<file path="src/rtl/serial_rx.sv">
// serial_rx: UART-style receiver for an 8N1 line (8E1 when SERIAL_RX_PARITY_EN is defined), LSB first.
// Latency: new_data/frame_err pulse 2 + CLK_PER_BIT/2 + 9*CLK_PER_BIT cycles after the start edge (+CLK_PER_BIT with parity).
// Backpressure: none; the line cannot be stalled, so each result is a single-cycle pulse that must be taken when seen.
//
// Ports:
//   clk        system clock, all state on the rising edge
//   rst        asynchronous active-high reset
//   rx         raw serial line, idle high
//   data       last correctly received byte, held between new_data pulses
//   new_data   one-cycle pulse, data updated in the same cycle
//   frame_err  one-cycle pulse on a bad stop bit (or a bad even-parity bit when SERIAL_RX_PARITY_EN is defined)
//   busy       high from the accepted start edge until the frame is finished
//
// Optional build macro: SERIAL_RX_PARITY_EN adds a PARITY state and even-parity checking.
module serial_rx #(
    parameter int unsigned CLK_PER_BIT = 100
) (
    input  logic       clk,
    input  logic       rst,
    input  logic       rx,
    output logic [7:0] data,
    output logic       new_data,
    output logic       frame_err,
    output logic       busy
);

    localparam logic [15:0] FULL_BIT = 16'(CLK_PER_BIT);
    localparam logic [15:0] HALF_BIT = 16'(CLK_PER_BIT / 2);

    typedef enum logic [2:0] {
        S_IDLE,
        S_START,
        S_DATA,
`ifdef SERIAL_RX_PARITY_EN
        S_PARITY,
`endif
        S_STOP,
        S_WAIT_HIGH
    } state_t;

    state_t      state_q, state_d;
    logic        rx_meta_q, rx_meta_d;
    logic        rx_s_q, rx_s_d;
    logic        armed_q, armed_d;
    logic [15:0] cnt_q, cnt_d;
    logic [2:0]  bit_idx_q, bit_idx_d;
    logic [7:0]  shift_q, shift_d;
    logic [7:0]  data_q, data_d;
    logic        new_data_q, new_data_d;
    logic        frame_err_q, frame_err_d;
`ifdef SERIAL_RX_PARITY_EN
    logic        par_err_q, par_err_d;
`endif
    logic        expire;

    // Two-flop synchronizer; nothing else looks at raw rx.
    always_comb begin
        rx_meta_d = rx;
        rx_s_d    = rx_meta_q;
    end

    // Counter reaches its last cycle: the sample point of the current bit.
    assign expire = (cnt_q == 16'd1);

    // State and datapath registers.
    always_ff @(posedge clk or posedge rst) begin
        if (rst) begin
            state_q     <= S_IDLE;
            rx_meta_q   <= 1'b1;
            rx_s_q      <= 1'b1;
            armed_q     <= 1'b0;
            cnt_q       <= 16'd0;
            bit_idx_q   <= 3'd0;
            shift_q     <= 8'h00;
            data_q      <= 8'h00;
            new_data_q  <= 1'b0;
            frame_err_q <= 1'b0;
`ifdef SERIAL_RX_PARITY_EN
            par_err_q   <= 1'b0;
`endif
        end else begin
            state_q     <= state_d;
            rx_meta_q   <= rx_meta_d;
            rx_s_q      <= rx_s_d;
            armed_q     <= armed_d;
            cnt_q       <= cnt_d;
            bit_idx_q   <= bit_idx_d;
            shift_q     <= shift_d;
            data_q      <= data_d;
            new_data_q  <= new_data_d;
            frame_err_q <= frame_err_d;
`ifdef SERIAL_RX_PARITY_EN
            par_err_q   <= par_err_d;
`endif
        end
    end

    // Next-state and datapath logic.
    always_comb begin
        state_d     = state_q;
        cnt_d       = cnt_q;
        bit_idx_d   = bit_idx_q;
        shift_d     = shift_q;
        data_d      = data_q;
        new_data_d  = 1'b0;
        frame_err_d = 1'b0;
        // A start is only accepted once the line has been seen high after reset,
        // so a line that is still low when reset releases is not taken as a start edge.
        armed_d     = armed_q | rx_s_q;
`ifdef SERIAL_RX_PARITY_EN
        par_err_d   = par_err_q;
`endif

        unique case (state_q)
            S_IDLE: begin
                if (armed_q && !rx_s_q) begin
                    state_d = S_START;
                    cnt_d   = HALF_BIT;
                end
            end

            S_START: begin
                if (expire) begin
                    if (rx_s_q) begin
                        state_d = S_IDLE;       // glitch, not a real start bit
                    end else begin
                        state_d   = S_DATA;
                        cnt_d     = FULL_BIT;
                        bit_idx_d = 3'd0;
                    end
                end else begin
                    cnt_d = cnt_q - 16'd1;
                end
            end

            S_DATA: begin
                if (expire) begin
                    shift_d[bit_idx_q] = rx_s_q;
                    cnt_d              = FULL_BIT;
                    bit_idx_d          = bit_idx_q + 3'd1;
                    if (bit_idx_q == 3'd7) begin
`ifdef SERIAL_RX_PARITY_EN
                        state_d = S_PARITY;
`else
                        state_d = S_STOP;
`endif
                    end
                end else begin
                    cnt_d = cnt_q - 16'd1;
                end
            end

`ifdef SERIAL_RX_PARITY_EN
            S_PARITY: begin
                if (expire) begin
                    // Even parity: data plus parity bit must carry an even number of ones.
                    par_err_d = (^shift_q) ^ rx_s_q;
                    cnt_d     = FULL_BIT;
                    state_d   = S_STOP;
                end else begin
                    cnt_d = cnt_q - 16'd1;
                end
            end
`endif

            S_STOP: begin
                if (expire) begin
                    if (rx_s_q) begin
`ifdef SERIAL_RX_PARITY_EN
                        if (par_err_q) begin
                            frame_err_d = 1'b1;
                        end else begin
                            data_d     = shift_q;
                            new_data_d = 1'b1;
                        end
`else
                        data_d     = shift_q;
                        new_data_d = 1'b1;
`endif
                        // Leaving at mid stop bit leaves half a bit to catch a back-to-back start edge.
                        state_d = S_IDLE;
                    end else begin
                        frame_err_d = 1'b1;
                        state_d     = S_WAIT_HIGH;
                    end
                end else begin
                    cnt_d = cnt_q - 16'd1;
                end
            end

            S_WAIT_HIGH: begin
                // Line held low (break): wait for it to return high before hunting for a new start.
                if (rx_s_q) begin
                    state_d = S_IDLE;
                end
            end

            default: begin
                state_d = S_IDLE;
            end
        endcase
    end

    // Outputs.
    always_comb begin
        busy      = (state_q != S_IDLE);
        data      = data_q;
        new_data  = new_data_q;
        frame_err = frame_err_q;
    end

endmodule

</file>
<file path="config.mk">
export PLATFORM = sky130hd
export DESIGN_NAME = serial_rx
export DESIGN_NICKNAME = d
export VERILOG_FILES = /design/src/rtl/serial_rx.sv
export SDC_FILE = /design/constraint.sdc
export NUM_CORES = 1
export LEC_CHECK = 0
export CORE_ASPECT_RATIO = 0.9
export CORE_MARGIN = 10
export CORE_UTILIZATION = 35
export DETAILED_ROUTE_END_ITERATION = 8
export SETUP_SLACK_MARGIN = 0.3
export SLEW_MARGIN = 40
export SYNTH_ARGS = -nofsm -noshare
export SYNTH_HDL_FRONTEND = slang
export SYNTH_SLANG_ARGS = --single-unit
</file>
<file path="constraint.sdc">
create_clock -name clk -period 3.04 [get_ports clk]
set_input_delay 0.912 -clock clk [delete_from_list [all_inputs] [get_ports clk]]
set_output_delay 0.912 -clock clk [all_outputs]
set_load 0.1 [all_outputs]
</file>
==> results.md <==
* Status: finished clean
* Final Setup Violations at 0
* # DRC at 0
* Max Slew Vio Count at 0
* WL per Instance at 14.6 um
* Yosys top cell area share at 45.9%
* Skew-Pair Late Insertion Delay at 300 ps
* YS warnings at 0
* First-pass GRT wire length at 8040 um
* Worst-Margin Slew at 657 ps
* DP Area at 2430 um2
* Setup Skew at 4.21 ps
* Final worst slack at 611 ps
* RSZ-0062 raised after global routing: no
* Maximum vdd drop at 0.253 mV
* # port buffers at 13
* Rel. slew slack at 55.8%
* Syn nets at 221
* Tcrit/Tclk final at 79.9%
* CTS Buf Count at 5
* Global route overflow at 0
* Hold buffer count at cts at 0
* CP Launch Type: flip-flop
* Cell with the most instances after synthesis: dfrtp_1
* Initial Util at 36.3%
* Final net count at 235
* HPWL Detailed at 3190 um
* Cells after Synth at 214
* CTS resizes at 0
* Number of global-route vias before repair at 1643
* Register bit total from synthesis at 43
* PD cells at 683 nW/um2
* DR vias at 1694
* Cell Rows at 27
* CORE AREA at 6150 um2
* Pre-antenna DRT Iters at 4
* CTS Sinks at 43
* TNS Setup at 0 ps
* Placed instance count at 308
* DIE WIDTH at 104 um
* Pin count of the biggest net entering global routing at 44
* Mean Syn Cell Area at 10.4 um2
* Max clock buf depth at 2
* Final Hold Viols at 0
* Initial antenna violation count at 0
* Post-CTS Setup Inserts at 0
* CP Class: reg2reg
* Routability cong. at 0.782
* Max-cap violations at 0
* Syn-to-layout area delta at 14.1%
* Worst Hold Class: reg2reg
* Antenna fix cells at 0
* Synth area leaders: dfrtp_1 (46%), mux2_2 (7.6%), a21oi_1 (3.6%)
* All-Layer GR Usage at 9.73%
* Ports at 14
* Die H at 95.8 um
* Synth cell count leaders: dfrtp_1 (41), a21oi_1 (16), mux2_2 (15)
* CTS tree: yes
* Layout cells sized above 1 at 23.6%
* Die area at 9990 um2
* Post-Syn Area at 2230 um2
* LEAKAGE at 1.09 nW
* Post-synth EDFFs at 0
* Worst Path Required at 3230 ps
* Final antenna-violating net count at 0
* Design area at 2550 um2
* Ys async rst share at 100%
* Final wirelength at 4600 um
* Synth cell types at 51
* Main synth FF type: dfrtp_1
* WP data arrival at 2620 ps
* CP Capture Type: flip-flop
* Fill cells at 619
* Crit Path Max Fanout at 7
* Cell taking the most area after synthesis: dfrtp_1
* H-tree Lvls at 2
* Fin crit period at 2430 ps
* Reg clk slew, reported paths at 90 ps
* Vias per std cell at 5.36
* Post-synthesis sequential area ratio at 48.3%
* Initial drt markers at 111
* Pre-CTS WS at 631 ps
* Clk root buf: clkbuf_8
* Max Clk Rate at 412 MHz
* Post-route insts no fill at 316
==> worst max-delay path: stages, from the launching register on <==
cell,delay [ps]
dfrtp_1,460
nor4_1,590
and4_1,360
nand3_1,180
nor4b_1,360
mux2_2,380
==> cells in the final DEF, fill, tap and decap left out, types with 5 or more instances in the layout <==
cell type  instances
nand3_1            8
nor2_1            14
o21ai_0           10
nand2_1           12
clkbuf_8           5
mux2_2            15
buf_4             15
a21oi_1           16
dfrtp_1           41
nor3_1             7
or3_1             11
==> cells by family after synthesis <==
logic type,synth area share (%)
muxes,8.96
AOI/OAI and AO/OA,14.3
DFF,48.3
and+or+nand+nor,23.0
xor gates and xnor gates,0.392
buffers and inverters,2.80
adders and majority gates,2.24
==> layout make-up <==
class	count	area, um2	area share, %
Clock buffer	5	68.8	2.70
Clock inverter	3	47.5	1.87
Sequential cell	43	1080	42.3
Timing Repair Buffer	17	133	5.20
Multi-Input combinational cell	156	1090	42.9
Tap cell	87	109	4.27
Inverter	5	18.8	0.736
==> flip-flops by register name, summed over array words and instances, names as in the netlist <==
name,cells
bit_idx_q,3
frame_err,1
shift_q,8
rx_meta_q,1
armed_q,1
rx_s_q,1
data,8
state_q,3
new_data,1
cnt_q,16
==> final timing paths <==
check                                    endpoint  slack (ps)  cells past startpoint                  from
hold / removal                   rx_s_q$_DFF_PP1_         360                      0   rx_meta_q$_DFF_PP1_
hold reg to reg                  rx_s_q$_DFF_PP1_         360                      0   rx_meta_q$_DFF_PP1_
setup / recovery           shift_q[2]$_DFFE_PP0P_         610                      5  cnt_q[8]$_DFFE_PP0P_
max in group asynchronous     rx_meta_q$_DFF_PP1_        1630                      3                   rst
min in group asynchronous      new_data$_DFF_PP0_        1030                      3                   rst
setup reg to reg           shift_q[2]$_DFFE_PP0P_         610                      5  cnt_q[8]$_DFFE_PP0P_
==> metal layers <==
metal  share of wire (%)  wire length, um  global-route usage, %
met4                 1.7               77                   4.40
met3                 3.9              179                   2.61
met2                  46             2110                   14.9
met1                  49             2230                   12.7
met5                   0                0                      0
==> metrics by stage <==
| stage | hold slack (ps) | power [W] | util [%] |
|---|---|---|---|
| global placement | 346 | 0.00127 | 39.6 |
| finish | 361 | 0.00174 | 41.5 |
| CTS | 361 | 0.00175 | 41.5 |
| floorplan | 345 | 0.00116 | - |
| detailed placement | 348 | 0.00127 | 39.6 |
| global route | 369 | 0.00187 | 41.5 |
==> power by group <==
group / internal [W] / switching (W) / total [W] / leakage (nW)
Sequential: 0.000681 / 0.000170 / 0.000851 / 0.559
Combinational: 0.000205 / 0.000217 / 0.000423 / 0.475
Clock: 0.000249 / 0.000218 / 0.000467 / 0.0587
Total: 0.00114 / 0.000605 / 0.00174 / 1.09
No activity file was read; power rests on OpenSTA's default activity.
